File: src/rtl/fetch_controller.sv
// Fetch sequencer: owns the PC, issues imem reads and offers tagged words to decode.
// Latency: the word for an address issued at edge E is offered in the cycle after E.
// Backpressure: !instr_ready parks the returning word in a 1-entry skid; draining it costs one bubble.
module fetch_controller #(
    parameter logic [31:0] RESET_PC  = 32'h0000_0000,
    parameter logic [31:0] HALT_WORD = 32'hFFFF_FFFF
) (
    input  logic        clk,
    input  logic        reset,
    input  logic        start,
    output logic [31:0] imem_addr,
    input  logic [31:0] imem_rdata,
    input  logic        redirect_valid,
    input  logic [31:0] redirect_pc,
    output logic        instr_valid,
    input  logic        instr_ready,
    output logic [31:0] instr,
    output logic [31:0] instr_pc,
    output logic        halted
);

    typedef enum logic [1:0] {IDLE, RUN, STALL, HALT} state_t;

    state_t      state, state_nxt;
    logic [31:0] pc, pc_nxt;
    logic        rsp_valid, rsp_valid_nxt;
    logic [31:0] rsp_pc, rsp_pc_nxt;
    logic        skid_valid, skid_valid_nxt;
    logic [31:0] skid_instr, skid_instr_nxt;
    logic [31:0] skid_pc, skid_pc_nxt;
    logic        issue;
    logic        xfer;

    assign imem_addr   = pc;
    assign halted      = (state == HALT);
    assign instr_valid = (skid_valid | rsp_valid) & ~redirect_valid;
    assign instr       = skid_valid ? skid_instr : imem_rdata;
    assign instr_pc    = skid_valid ? skid_pc : rsp_pc;
    assign xfer        = instr_valid & instr_ready;
    assign issue       = (state == RUN) & ~skid_valid & ~(rsp_valid & ~instr_ready) & ~redirect_valid;

    always_ff @(posedge clk or posedge reset) begin
        if (reset) begin
            state      <= IDLE;
            pc         <= RESET_PC;
            rsp_valid  <= 1'b0;
            rsp_pc     <= 32'd0;
            skid_valid <= 1'b0;
            skid_instr <= 32'd0;
            skid_pc    <= 32'd0;
        end else begin
            state      <= state_nxt;
            pc         <= pc_nxt;
            rsp_valid  <= rsp_valid_nxt;
            rsp_pc     <= rsp_pc_nxt;
            skid_valid <= skid_valid_nxt;
            skid_instr <= skid_instr_nxt;
            skid_pc    <= skid_pc_nxt;
        end
    end

    always_comb begin
        state_nxt      = state;
        pc_nxt         = pc;
        rsp_valid_nxt  = 1'b0;
        rsp_pc_nxt     = rsp_pc;
        skid_valid_nxt = skid_valid;
        skid_instr_nxt = skid_instr;
        skid_pc_nxt    = skid_pc;

        if (redirect_valid) begin
            pc_nxt         = redirect_pc & ~32'd3;
            skid_valid_nxt = 1'b0;
            state_nxt      = RUN;
        end else if (xfer && (instr == HALT_WORD)) begin
            // The word fetched behind HALT is dropped; resume point is just after it.
            pc_nxt         = instr_pc + 32'd4;
            skid_valid_nxt = 1'b0;
            state_nxt      = HALT;
        end else if (rsp_valid && !skid_valid && !instr_ready) begin
            // imem re-reads every edge, so the unaccepted word must be captured now.
            skid_valid_nxt = 1'b1;
            skid_instr_nxt = imem_rdata;
            skid_pc_nxt    = rsp_pc;
            state_nxt      = STALL;
        end else if (skid_valid && xfer) begin
            skid_valid_nxt = 1'b0;
            state_nxt      = RUN;
        end else begin
            if (((state == IDLE) || (state == HALT)) && start) begin
                state_nxt = RUN;
            end
            if (issue) begin
                rsp_valid_nxt = 1'b1;
                rsp_pc_nxt    = pc;
                pc_nxt        = pc + 32'd4;
            end
        end
    end

endmodule

File: config.mk
export PLATFORM = sky130hd
export DESIGN_NAME = fetch_controller
export DESIGN_NICKNAME = d
export VERILOG_FILES = /design/src/rtl/fetch_controller.sv
export SDC_FILE = /design/constraint.sdc
export NUM_CORES = 1
export LEC_CHECK = 0
export CAP_MARGIN = 20
export CORE_MARGIN = 2
export CORE_UTILIZATION = 25
export CTS_BUF_LIST = sky130_fd_sc_hd__clkbuf_8
export CTS_CLUSTER_DIAMETER = 80
export DETAILED_ROUTE_END_ITERATION = 16
export HOLD_SLACK_MARGIN = 0.02
export MAX_ROUTING_LAYER = met4
export PLACE_DENSITY_LB_ADDON = 0.1
export SYNTH_ARGS = -nofsm -noshare
export SYNTH_HDL_FRONTEND = slang
export SYNTH_SLANG_ARGS = --single-unit
File: constraint.sdc
create_clock -name clk -period 8 [get_ports clk]
set_clock_uncertainty 0.05 [all_clocks]
set_input_delay 1.6 -clock clk [delete_from_list [all_inputs] [get_ports clk]]
set_output_delay 1.6 -clock clk [all_outputs]
set_load 0.02 [all_outputs]
-- Word level (Yosys, flattened, before mapping)
Cells that the tools add are included.
- input port bits: 69
- output and inout port bits: 98
- flip-flop bits (word level): 132
- logic and storage cells: 64
- bitwise operators: 14
- muxes and demuxes: 21
- reductions and logical operators: 15
- $add $sub $neg: 2
- equality and inequality tests: 5
- operators by type and width (cell ; number):
    2-to-1 mux 32 bit ; 7
    adder 32 x 3 -> 32 bit (second input constant) ; 2
    == test 32 bit (second input constant) ; 1
    2-to-1 mux 2 bit ; 5
    2-to-1 mux 1 bit ; 9
    inverter 1 bit ; 7
    AND 1 bit ; 6
    != test 3 bit (second input constant) ; 2
    AND reduction 3 bit ; 2
    logical AND 1 bit ; 5
    AND reduction 5 bit ; 1
    nonzero test 5 bit ; 1
    nonzero test 4 bit ; 1
    nonzero test 3 bit ; 1
    == test 2 x 1 -> 1 bit (second input constant) ; 1
    == test 2 bit (second input constant) ; 1
    zero test 1 bit ; 2
    zero test 2 bit ; 1
    logical OR 1 bit ; 1
    bitwise OR 1 bit ; 1

-- Logic depth before layout (Yosys ltp)
Gate-level depths: netlist of run 1.
- depth after elaboration: 10
- mapped depth: 18

-- Worst setup path after synthesis of run 1
OpenSTA, ideal clock, no wires.
- path type: in2reg
- from: input port redirect_valid
- to: register pc[22] (netlist: imem_addr[22])
- arrival time: 4.901 ns
- slack: 2.923 ns
- library setup time: 0.126 ns
- cell stages on the path: 16
- required time: 7.824 ns
- cells stage by stage: clkbuf_1 -> nor2_1 -> and3_4 -> and4_4 -> buf_6 -> clkbuf_1 -> mux2_2 -> ha_1 -> inv_1 -> nor3_1 -> nand3_1 -> nor3_1 -> nand2_1 -> nand2_1 -> a2111oi_2 -> a221o_1
- word-level cells in the longest chain between the ends: 6
- elaborated cells on any way between the ends: 12
- RTL lines (what ; RTL line ; text):
    start, declared ; 13 ; input logic redirect_valid,
    inverter 1 bit (no source line) (*) ; -- ;
    AND 1 bit (*) ; 36 ; assign instr_valid = (skid_valid | rsp_valid) & ~redirect_valid;
    via instr_valid ; 15 ; output logic instr_valid,
    AND 1 bit (*) ; 39 ; assign xfer = instr_valid & instr_ready;
    logical AND 1 bit (on tied branches) ; 75, 86 ;
    != test 3 bit (no source line) (tied with other cells) ; -- ;
    AND reduction 3 bit (no source line) / 2-to-1 mux 32 bit (equally long branches) ; -- ;
    end signal, assigned ; 53 ; pc <= pc_nxt;
    end, declared ; 25 ; logic [31:0] pc, pc_nxt;
The timed path passes the listed nets; every way through them passes the cells marked *.
A chain may end at the register's enable or synchronous reset.

-- Final worst setup path of run 1
- from: input port imem_rdata[20]
- to: register pc[24] (netlist: imem_addr[24])
- word-level cells in the longest chain between the ends: 5
- elaborated cells on any way between the ends: 9
- RTL lines (what ; RTL line ; text):
    start, declared ; 12 ; input logic [31:0] imem_rdata,
    2-to-1 mux 32 bit (*) ; 37 ; assign instr = skid_valid ? skid_instr : imem_rdata;
    == test 32 bit (*) ; 75 ; end else if (xfer && (instr == HALT_WORD)) begin
    logical AND 1 bit (*) ; 75 ;
    != test 3 bit (no source line) (tied with other cells) ; -- ;
    AND reduction 3 bit (no source line) / 2-to-1 mux 32 bit (equally long branches) ; -- ;
Every way passes the cells marked *; elsewhere a longest branch is shown, timed or not.

==> results of run 1 <==
==> critical path, delay by kind of cell <==
| family | cells | cell delay [ps] |
|---|---|---|
| simple gates | 6 | 1680 |
| buf+inv | 2 | 590 |
| mux | 3 | 820 |
| fa+ha+maj | 1 | 280 |
| compound gates | 3 | 780 |
==> cells by family (layout without fill, tap and decap cells) <==
| logic type | after synthesis | in the layout | share of synthesized area [%] |
|---|---|---|---|
| muxes | 178 | 178 | 25.8 |
| xor gates and xnor gates | 38 | 38 | 4.35 |
| other | 0 | 1 | 0 |
| and+or+nand+nor | 184 | 184 | 13.4 |
| buffers and inverters | 52 | 217 | 3.76 |
| AOI/OAI and AO/OA | 109 | 109 | 9.14 |
| DFF | 132 | 132 | 43.1 |
| adders and majority gates | 3 | 3 | 0.490 |
==> through the flow <==
| stage | area [um2] | hold WS, ps | setup WS (ps) | power (mW) | std cells |
|---|---|---|---|---|---|
| 6_report | 10000 | 454 | 2550 | 2.83 | 1258 |
| 5_1_grt | 10000 | 476 | 2170 | 3.02 | 1258 |
| 4_1_cts | 10000 | 457 | 2520 | 2.87 | 1257 |
| 3_5_place_dp | 9630 | 438 | 2070 | 2.25 | 1226 |
| 3_3_place_gp | 9630 | 432 | 2070 | 2.25 | 1226 |
| 2_1_floorplan | 7660 | 417 | 2820 | 1.77 | 696 |
==> sequential cells by signal (all words and copies together) (netlist names) <==
name,cells
state,2
skid_instr,32
skid_valid,1
imem_addr,32
rsp_pc,32
rsp_valid,1
skid_pc,32
==> final cells by class <==
cell class	instances	area (um2)
timing repair buffer	171	1690
inverter	15	61.3
clock buffer	18	248
multi-input combinational	512	4070
sequential	132	3310
fill	3137	20300
clock inverter	13	159
tap	396	495
antenna	1	2.50
==> final timing paths <==
check,slack (ps),endpoint,cells past startpoint
max in group asynchronous,4930,imem_addr[20]$_DFFE_PP0P_,3
hold / removal,450,skid_pc[31]$_DFFE_PP0P_,1
setup / recovery,2550,imem_addr[24]$_DFFE_PP0P_,15
setup reg to reg,3240,imem_addr[24]$_DFFE_PP0P_,15
min in group asynchronous,1560,skid_instr[21]$_DFFE_PP0P_,2
hold reg to reg,450,skid_pc[31]$_DFFE_PP0P_,1
==> metal layers <==
metal	up-vias	share of wire, %	track usage [%]
met4	0	0.95	3.39
met2	151	47	24.9
li1	2864	-	-
met3	17	4.2	2.95
met1	3005	48	21.8
met5	-	0	-
==> synthesized netlist by cell type (10+ instances only) <==
cell type / count / area, um2
o21ai_0: 24 / 120
dfrtp_1: 132 / 3300
nor2_1: 27 / 101
nand3_1: 33 / 165
mux2_2: 150 / 1690
mux2i_1: 27 / 270
clkbuf_1: 10 / 37.5
xnor2_1: 24 / 210
a22oi_1: 14 / 105
xor2_1: 14 / 123
a21oi_1: 27 / 135
and3_1: 10 / 62.6
nand4_1: 15 / 93.8
buf_2: 13 / 65.1
nand2_1: 46 / 173
inv_1: 14 / 52.6
==> power by group <==
group / internal (mW) / switching [mW] / total (mW) / leakage, nW
Sequential: 0.901 / 0.227 / 1.13 / 1.57
Combinational: 0.566 / 0.532 / 1.10 / 2.21
Clock: 0.314 / 0.287 / 0.601 / 0.195
Total: 1.78 / 1.05 / 2.83 / 3.98
==> metrics.md, run 1 <==
| Metric | Value |
|---|---|
| Mean Syn Cell Area | `11.0 um2` |
| WL/cell | `19.3 um` |
| Global-route wire length before repair | `around 38000 um` |
| Hold Fails Final Rpt | `0` |
| Ports | `167` |
| Final WL | `24300 um` |
| Vias per cell | `4.80` |
| Num rows | `64` |
| Post-route ant nets | `0` |
| CORE AREA | `approximately 30000 um2` |
| Status | `completed` |
| Slowest stage delay, CP | `610 ps` |
| Ratio of cells with drive above 1 in the final layout | `between 20% and 30%` |
| Total of max-cap violations | `0` |
| Synth-to-Final Area Change | `31.1%` |
| Die area | `32000 um2` |
| Gr usage total | `16.0%` |
| Slew HR | `31.3%` |
| IO Port Bufs | `approximately 160` |
| Seq cells post-synth | `about 130` |
| CP max FO | `31` |
| Synth cell types | `66` |
| Most frequent cells in the layout | `clkdlybuf4s50_1 (163), mux2_2 (150), dfrtp_1 (131)` |
| Post-CTS setup buffers | `0` |
| Final min period | `~5400 ps` |
| H-tree depth reported by CTS | `4` |
| Final Core Density | `33.1%` |
| Root Driver | `clkbuf_8` |
| # hold bufs at CTS | `0` |
| First-pass DRT Iterations | `7` |
| RePlAce Congestion | `approximately 0.74` |
| RSZ-0062 raised after global routing | `no` |
| Slowest CP cell | `and4_4` |
| Die H | `between 150 and 200 um` |
| Cell Pwr Density | `282 nW/um2` |
| NumNets Final | `921` |
| Commonest non-fill, non-tap cell in the layout | `clkdlybuf4s50_1` |
| DPL Wire Length | `~17000 um` |
| Worst EP required | `between 8000 and 9000 ps` |
| Leak | `a little under 4 nW` |
| Setup total negative slack | `0 ps` |
| Most used DFF post-synth | `dfrtp_1` |
| Bufs on Longest Clock Path | `2` |
| CP Capture Type | `register` |
| CTS Sinks | `132` |
| Resize count post-CTS | `0` |
| Initial antenna violation count | `1` |
| Die W | `approximately 180 um` |
| Max-slew violations | `0` |
| Setup Viol. Count Final | `0` |
| Number of flops mapped to enable cells by yosys | `0` |
| Initial core utilization | `~25%` |
| Vias in the first global route | `~6200` |
| Via count | `6037` |
| Gate Count Post-Synth | `slightly below 700` |
| Reg2reg start | `skid_valid$_DFFE_PP0P_` |
| Critical path type | `in2reg` |
| Gr ovfl total | `0` |
| TritonCTS buffer count | `17` |
| Worst path cell trace | `clkdlybuf4s50_1 > nor2b_1 > nand4_1 > a222oi_1 > and4_4 > mux2_2 > ha_1 > inv_1 > a21o_1 > nand4b_1 > nor2_1 > mux2i_1 > a21oi_1 > mux2_2 > nand2_1` |
| CTS tree | `built` |
| DRC errors left | `0` |
| Most used cell, CP | `mux2_2` |
| CTS clock-pin slew for the worst setup and hold paths | `70 ps` |
| Syn_nets | `768` |
| Mapped cell area | `7660 um2` |
| Worst-Skew Late Latency | `440 ps` |
| Detailed Route Iter0 Violations | `approximately 280` |
| Syn. warnings | `0` |
| Post-synthesis sequential area ratio | `43.1%` |
| Worst VDD drop | `0.128 mV` |
| Critical Path Start | `imem_rdata[20]` |
| Hold path start | `skid_pc[31]$_DFFE_PP0P_` |
| Period utilisation layout | `~68%` |
| Post-synth ARST share | `100%` |
| Hold Crit Class | `reg2reg` |
| Worst-Margin Slew | `1030 ps` |
| Arrival time worst endpoint | `5770 ps` |
| Max frequency | `184 MHz` |
| Startpoint Class | `input port` |
| Pin count of the biggest net entering global routing | `71` |
Note: power is estimated with default switching activity, not from simulation.
==> inputs of run 2 (changes only) <==
==> constraint.sdc (replaced) <==
create_clock -name clk -period 4.64 [get_ports clk]
set_clock_uncertainty 0.05 [all_clocks]
set_input_delay 0.928 -clock clk [delete_from_list [all_inputs] [get_ports clk]]
set_output_delay 0.928 -clock clk [all_outputs]
set_load 0.02 [all_outputs]
==> run 2 against run 1 <==
  * First-iteration DRC count down 0.36%
  * Non-clock buffer count is 21 higher
  * Final cell count increased by 1.7%
  * Critical path depth is 1 higher
  * Sequential share of layout area is 0.69 points lower
  * Hold slack better by 3.2 ps
  * Flip-flop and latch count is the same
  * Global-route usage increased by 0.14 points
  * Clock power increased by 83%
  * Critical path type unchanged
  * Highest routed layer unchanged
==> metrics.md, run 2 (same netlist as run 1, synthesis figures left out) <==
| Metric | Value |
|---|---|
| Area post-placement | `9820 um2 (+2.0%)` |
| Hold Fails Final Rpt | `0 (unchanged)` |
| # hold bufs at CTS | `0 (unchanged)` |
| Hold WS | `457 ps (+3.24 ps)` |
| Max-slew violations | `0 (unchanged)` |
| Gr ovfl total | `0 (unchanged)` |
| Non-filler instance count after layout | `1279 (+1.7%)` |
| Slowest stage delay, CP | `470 ps (-140 ps)` |
| Leak | `4.12 nW (+3.5%)` |
| Startpoint Class | `input port` |
| Gr usage total | `16.2% (+0.14 points)` |
| Cell Pwr Density | `483 nW/um2 (+71%)` |
| Root Driver | `clkbuf_8` |
| Synth-to-Final Area Change | `33.9%` |
| Via count | `6001 (-0.60%)` |
| CP max FO | `4 (-87%)` |
| Critical path type | `in2reg` |
| Total of max-cap violations | `0 (unchanged)` |
| Pin count of the biggest net entering global routing | `77 (+8.5%)` |
| Ratio of cells with drive above 1 in the final layout | `26.0% (+2.0 points)` |
| Worst EP required | `4980 ps (-3340 ps)` |
| Max frequency | `238 MHz` |
| NumNets Final | `942 (+2.3%)` |
| H-tree depth reported by CTS | `4 (unchanged)` |
| CTS tree | `built` |
| Post-route ant nets | `0 (unchanged)` |
| Worst VDD drop | `0.203 mV (+58%)` |
| IO Port Bufs | `164 (unchanged)` |
| Initial antenna violation count | `0 (-1)` |
| First-pass DRT Iterations | `4 (-3)` |
| Setup Viol. Count Final | `0 (unchanged)` |
| Worst-Skew Late Latency | `450 ps (about the same)` |
| Hold Crit Class | `reg2reg` |
| CTS Sinks | `132 (unchanged)` |
| Final WL | `24500 um (+1.1%)` |
| Vias in the first global route | `6106 (-1.4%)` |
| Status | `completed` |
| Post-placement cell count | `1247 (+1.7%)` |
| Global-route wire length before repair | `37600 um (unchanged)` |
| CP Capture Type | `register` |
| Post-CTS setup buffers | `0 (unchanged)` |
| Commonest non-fill, non-tap cell in the layout | `clkdlybuf4s50_1` |
| CORE AREA | `30300 um2 (unchanged)` |
| Most frequent cells in the layout | `clkdlybuf4s50_1 (163), mux2_2 (150), dfrtp_1 (131)` |
| RSZ-0062 raised after global routing | `no` |
| Vias per cell | `4.69 (-2.2%)` |
| DP Worst Slack | `-64.3 ps (-2130 ps)` |
| TritonCTS buffer count | `17 (unchanged)` |
| DPL Wire Length | `17400 um (+3.1%)` |
| CTS clock-pin slew for the worst setup and hold paths | `90 ps (+20 ps)` |
| Period utilisation layout | `between 90% and 100%` |
| Setup ws final | `432 ps (-2120 ps)` |
| Die area | `32000 um2 (unchanged)` |
| Most used cell, CP | `mux2_2` |
| Bufs on Longest Clock Path | `2 (unchanged)` |
| Arrival time worst endpoint | `4550 ps (-1220 ps)` |
| Ports | `167 (unchanged)` |
| RePlAce Congestion | `0.772 (+4.9%)` |
| Detailed Route Iter0 Violations | `274 (-0.36%)` |
| WL/cell | `19.2 um (-0.53%)` |
| DRC errors left | `0 (unchanged)` |
| Num rows | `64 (unchanged)` |
| Resize count post-CTS | `0 (unchanged)` |
| Die H | `179 um (unchanged)` |
| Slew HR | `49.1% (+18 points)` |
| Worst path cell trace | `clkdlybuf4s50_1 > nor2b_1 > nand4_1 > a222oi_1 > buf_4 > nand4_2 > mux2_2 > ha_1 > inv_1 > a21o_1 > nand4b_1 > nor2_1 > mux2i_1 > a21oi_1 > mux2_2 > nand2_1` |
| Die W | `179 um (unchanged)` |
| Slowest CP cell | `clkdlybuf4s50_1` |
| Final min period | `4210 ps` |
| Final instance area | `10300 um2 (+2.1%)` |
| Initial core utilization | `25.2% (unchanged)` |
| Worst-Margin Slew | `764 ps (-263 ps)` |
| Ant diodes | `0 (-1)` |
-- run 2: changes by cell type in the layout (fill, tap and decap cells not counted), sizes merged --
cell,change
buf,+21
diode,-1
inv,+4
clkinv,+2
clkbuf,-1
clkinvlp,-4
-- run 2: area by class of cell --
type,instances,area [um2]
Sequential cell,132,3310
Inverter,15,61.3
Multi-Input combinational cell,512,4070
Timing Repair Buffer,192,1880
Clock inverter,15,195
Fill cell,3126,20100
Tap cell,396,495
Clock buffer,17,234
-- run 2: where the power goes --
group	total (mW)	leakage, nW	internal (mW)	switching [mW]
registers	1.94	1.57	1.55	0.384
logic	1.92	2.33	0.998	0.919
clock network	1.10	0.216	0.549	0.548
total	4.95	4.12	3.10	1.85
-- run 2: critical path, delay by kind of cell --
| family | cells | cell delay (ps) |
|---|---|---|
| AO/OA/AOI/OAI | 3 | 760 |
| adder cells (fa/ha/maj) | 1 | 180 |
| buffers and inverters | 3 | 740 |
| multiplexers | 3 | 760 |
| AND/OR/NAND/NOR | 6 | 1170 |
-- run 2: path summary, 6_finish.rpt --
kind,cells after the start,end,from,slack (ps)
max,16,imem_addr[24]$_DFFE_PP0P_,imem_rdata[20],430
min,1,skid_pc[1]$_DFFE_PP0P_,skid_pc[1]$_DFFE_PP0P_,460
max reg2reg,15,imem_addr[24]$_DFFE_PP0P_,skid_valid$_DFFE_PP0P_,620
min reg2reg,1,skid_pc[1]$_DFFE_PP0P_,skid_pc[1]$_DFFE_PP0P_,460
max in group asynchronous,3,imem_addr[21]$_DFFE_PP0P_,reset,2770
min in group asynchronous,2,skid_pc[7]$_DFFE_PP0P_,reset,950
-- run 2: layer usage --
metal / up-vias / global-route usage, % / wire [um]
li1: 2903 / - / -
met1: 2947 / 22.2 / 11900
met2: 140 / 25.0 / 11400
met3: 11 / 2.50 / 939
met4: 0 / 3.59 / 228
met5: - / - / 0
-- run 2: stage by stage --
step	util, %	power, mW	TNS, ps
after floorplan	-	3.05	0
after global placement	32.4	3.90	-53.1
after detailed placement	32.4	3.90	-217
after CTS	33.8	5.04	0
after global routing	33.8	5.29	0
final	33.8	4.95	0
==> inputs of run 3 (changes only) <==
--- a/config.mk
+++ b/config.mk
@@ -9,9 +9,8 @@
 export CORE_MARGIN = 2
 export CORE_UTILIZATION = 25
 export CTS_BUF_LIST = sky130_fd_sc_hd__clkbuf_8
-export CTS_CLUSTER_DIAMETER = 80
 export DETAILED_ROUTE_END_ITERATION = 16
-export HOLD_SLACK_MARGIN = 0.02
+export GPL_TIMING_DRIVEN = 0
 export MAX_ROUTING_LAYER = met4
 export PLACE_DENSITY_LB_ADDON = 0.1
 export SYNTH_ARGS = -nofsm -noshare
==> run 3 against run 2 <==
  * Sequential power barely moved
  * Maximum frequency fell by 5.1%
  * Final cell count rose by 1.2%
  * Non-clock buffer count rose by 13
  * Power fell by 0.81%
  * Setup slack got worse by 230 ps
  * Global-route usage rose by 1.4 points
  * First-iteration DRC count rose by 20%
  * Register-to-register slack barely moved
  * Sequential share of layout area fell by 0.29 points
  * Routed wire length rose by 10%
  * Critical path depth rose by 1
  * Critical endpoint unchanged
  * Largest power group is now combinational logic
==> metrics.md, run 3 (same netlist as run 1, synthesis figures left out) <==
| Metric | Value |
|---|---|
| Ports | `167 (unchanged)` |
| CTS clock-pin slew for the worst setup and hold paths | `80 ps (about the same)` |
| Worst-Margin Slew | `844 ps (+80.1 ps)` |
| Synth-to-Final Area Change | `35.0%` |
| IO Port Bufs | `163 (-0.61%)` |
| Detailed Route Iter0 Violations | `330 (+20%)` |
| Num rows | `64 (unchanged)` |
| Gr ovfl total | `0 (unchanged)` |
| Die area | `32000 um2 (unchanged)` |
| Slew HR | `43.7% (-5.3 points)` |
| Leak | `4.14 nW (+0.59%)` |
| Gr usage total | `17.6% (+1.4 points)` |
| Non-filler instance count after layout | `1294 (+1.2%)` |
| Max frequency | `226 MHz (-5.1%)` |
| NumNets Final | `955 (+1.4%)` |
| Setup total negative slack | `0 ps (unchanged)` |
| Reg2reg start | `skid_valid$_DFFE_PP0P_` |
| Bufs on Longest Clock Path | `2 (unchanged)` |
| Final WL | `27100 um (+10%)` |
| Combined area of the multi-input logic cells | `4130 um2 (+1.4%)` |
| Status | `completed` |
| Global-route wire length before repair | `40200 um (+6.8%)` |
| Fill cell count | `3138 (+0.38%)` |
| Die H | `179 um (unchanged)` |
| Initial antenna violation count | `0 (unchanged)` |
| Reg2Reg Depth | `17 (+2)` |
| Ratio of cells with drive above 1 in the final layout | `27.0% (+0.96 points)` |
| Hold WS | `456 ps (-1.35 ps)` |
| TritonCTS buffer count | `17 (unchanged)` |
| Hold path start | `skid_pc[31]$_DFFE_PP0P_` |
| Arrival time worst endpoint | `4760 ps (+210 ps)` |
| Most frequent cells in the layout | `clkdlybuf4s50_1 (163), mux2_2 (150), dfrtp_1 (132)` |
| Post-placement cell count | `1256 (+0.72%)` |
| Post-route ant nets | `0 (unchanged)` |
| CORE AREA | `30300 um2 (unchanged)` |
| DRC errors left | `0 (unchanged)` |
| Worst VDD drop | `0.237 mV (+17%)` |
| Setup Viol. Count Final | `0 (unchanged)` |
| First-pass DRT Iterations | `4 (unchanged)` |
| Max-slew violations | `0 (unchanged)` |
| Via count | `6227 (+3.8%)` |
| RePlAce Congestion | `0.808 (+4.7%)` |
| CP Capture Type | `register` |
| Hold Path Depth | `1 (unchanged)` |
| Register area | `3300 um2 (-0.11%)` |
| Root Driver | `clkbuf_8` |
| Total of max-cap violations | `0 (unchanged)` |
| WL/cell | `20.9 um (+9.1%)` |
| Hold Fails Final Rpt | `0 (unchanged)` |
| DPL Wire Length | `20100 um (+15%)` |
| Cell Pwr Density | `475 nW/um2 (-1.6%)` |
| H-tree depth reported by CTS | `4 (unchanged)` |
| Hold Crit Class | `reg2reg` |
| Final min period | `4430 ps (+226 ps)` |
| CTS Sinks | `132 (unchanged)` |
| Pin count of the biggest net entering global routing | `83 (+7.8%)` |
| Period utilisation layout | `95.6% (+4.9 points)` |
| Vias in the first global route | `6287 (+3.0%)` |
| Critical Path Start | `imem_rdata[20]` |
| CP max FO | `10 (+6)` |
| CTS tree | `built` |
| Vias per cell | `4.81 (+2.6%)` |
| Worst EP required | `4970 ps (about the same)` |
| Die W | `179 um (unchanged)` |
| Initial core utilization | `25.2% (unchanged)` |
| Startpoint Class | `input port` |
| Critical path type | `in2reg` |
| Commonest non-fill, non-tap cell in the layout | `clkdlybuf4s50_1` |
| Worst-Skew Late Latency | `450 ps (about the same)` |
==> run 3: critical path: stages <==
cell and delay [ps]:
clkdlybuf4s50_1 470, nor2b_2 160, nand4_1 170, a222oi_1 440
and4_4 310, buf_6 180, buf_12 160, mux2_2 200
ha_4 170, inv_1 100, a21o_1 200, nand4b_1 310
nor2_2 250, mux2i_2 120, a21oi_1 160, mux2_2 380
nand2_1 60
==> run 3: what timing repair did <==
item,CTS,global route
buffers inserted,3,1
pin swaps,4,4
hold buffers,0,0
resized for setup,15,9
endpoints found under the setup margin,39,16
==> run 3: routing by layer <==
metal / wire (um) / vias to the layer above / track usage, %
li1: - / 2936 / -
met1: 13100 / 3135 / 24.1
met2: 12700 / 141 / 27.4
met3: 998 / 15 / 2.67
met4: 260 / 0 / 3.79
met5: 0 / - / -
==> run 3: report_power, final <==
group	internal (mW)	switching, mW
clock network	0.481	0.519
logic	0.996	0.973
registers	1.55	0.388
==> run 3: per-stage QoR <==
step                      power, mW  worst slack, ps  utilization (%)  area (um2)
after global placement         3.92            -2450             32.2        9780
after CTS                      4.95             16.4             33.9       10300
after floorplan                3.05              136                -        7660
after global routing           5.20            -9.42             34.0       10300
final                          4.91              206             34.0       10300
after detailed placement       3.92            -1610             32.3        9820
==> run 3: area by class of cell <==
| type | count | area share [%] |
|---|---|---|
| multi-input cells | 512 | 40.0 |
| inverters | 15 | 0.593 |
| well taps | 396 | 4.79 |
| clock buffers | 17 | 2.26 |
| flip-flops and latches | 132 | 32.0 |
| repair buffers | 168 | 16.3 |
| plain buffers | 37 | 2.48 |
| diodes | 2 | 0.0484 |
| clock inverters | 15 | 1.53 |
==> run 3: path summary, 6_finish.rpt <==
path                                              to  slack (ps)
min                          skid_pc[31]$_DFFE_PP0P_         460
max                        imem_addr[24]$_DFFE_PP0P_         210
max reg2reg                imem_addr[24]$_DFFE_PP0P_         630
max in group asynchronous    skid_pc[20]$_DFFE_PP0P_        2810
min in group asynchronous     skid_pc[1]$_DFFE_PP0P_         960
min reg2reg                  skid_pc[31]$_DFFE_PP0P_         460
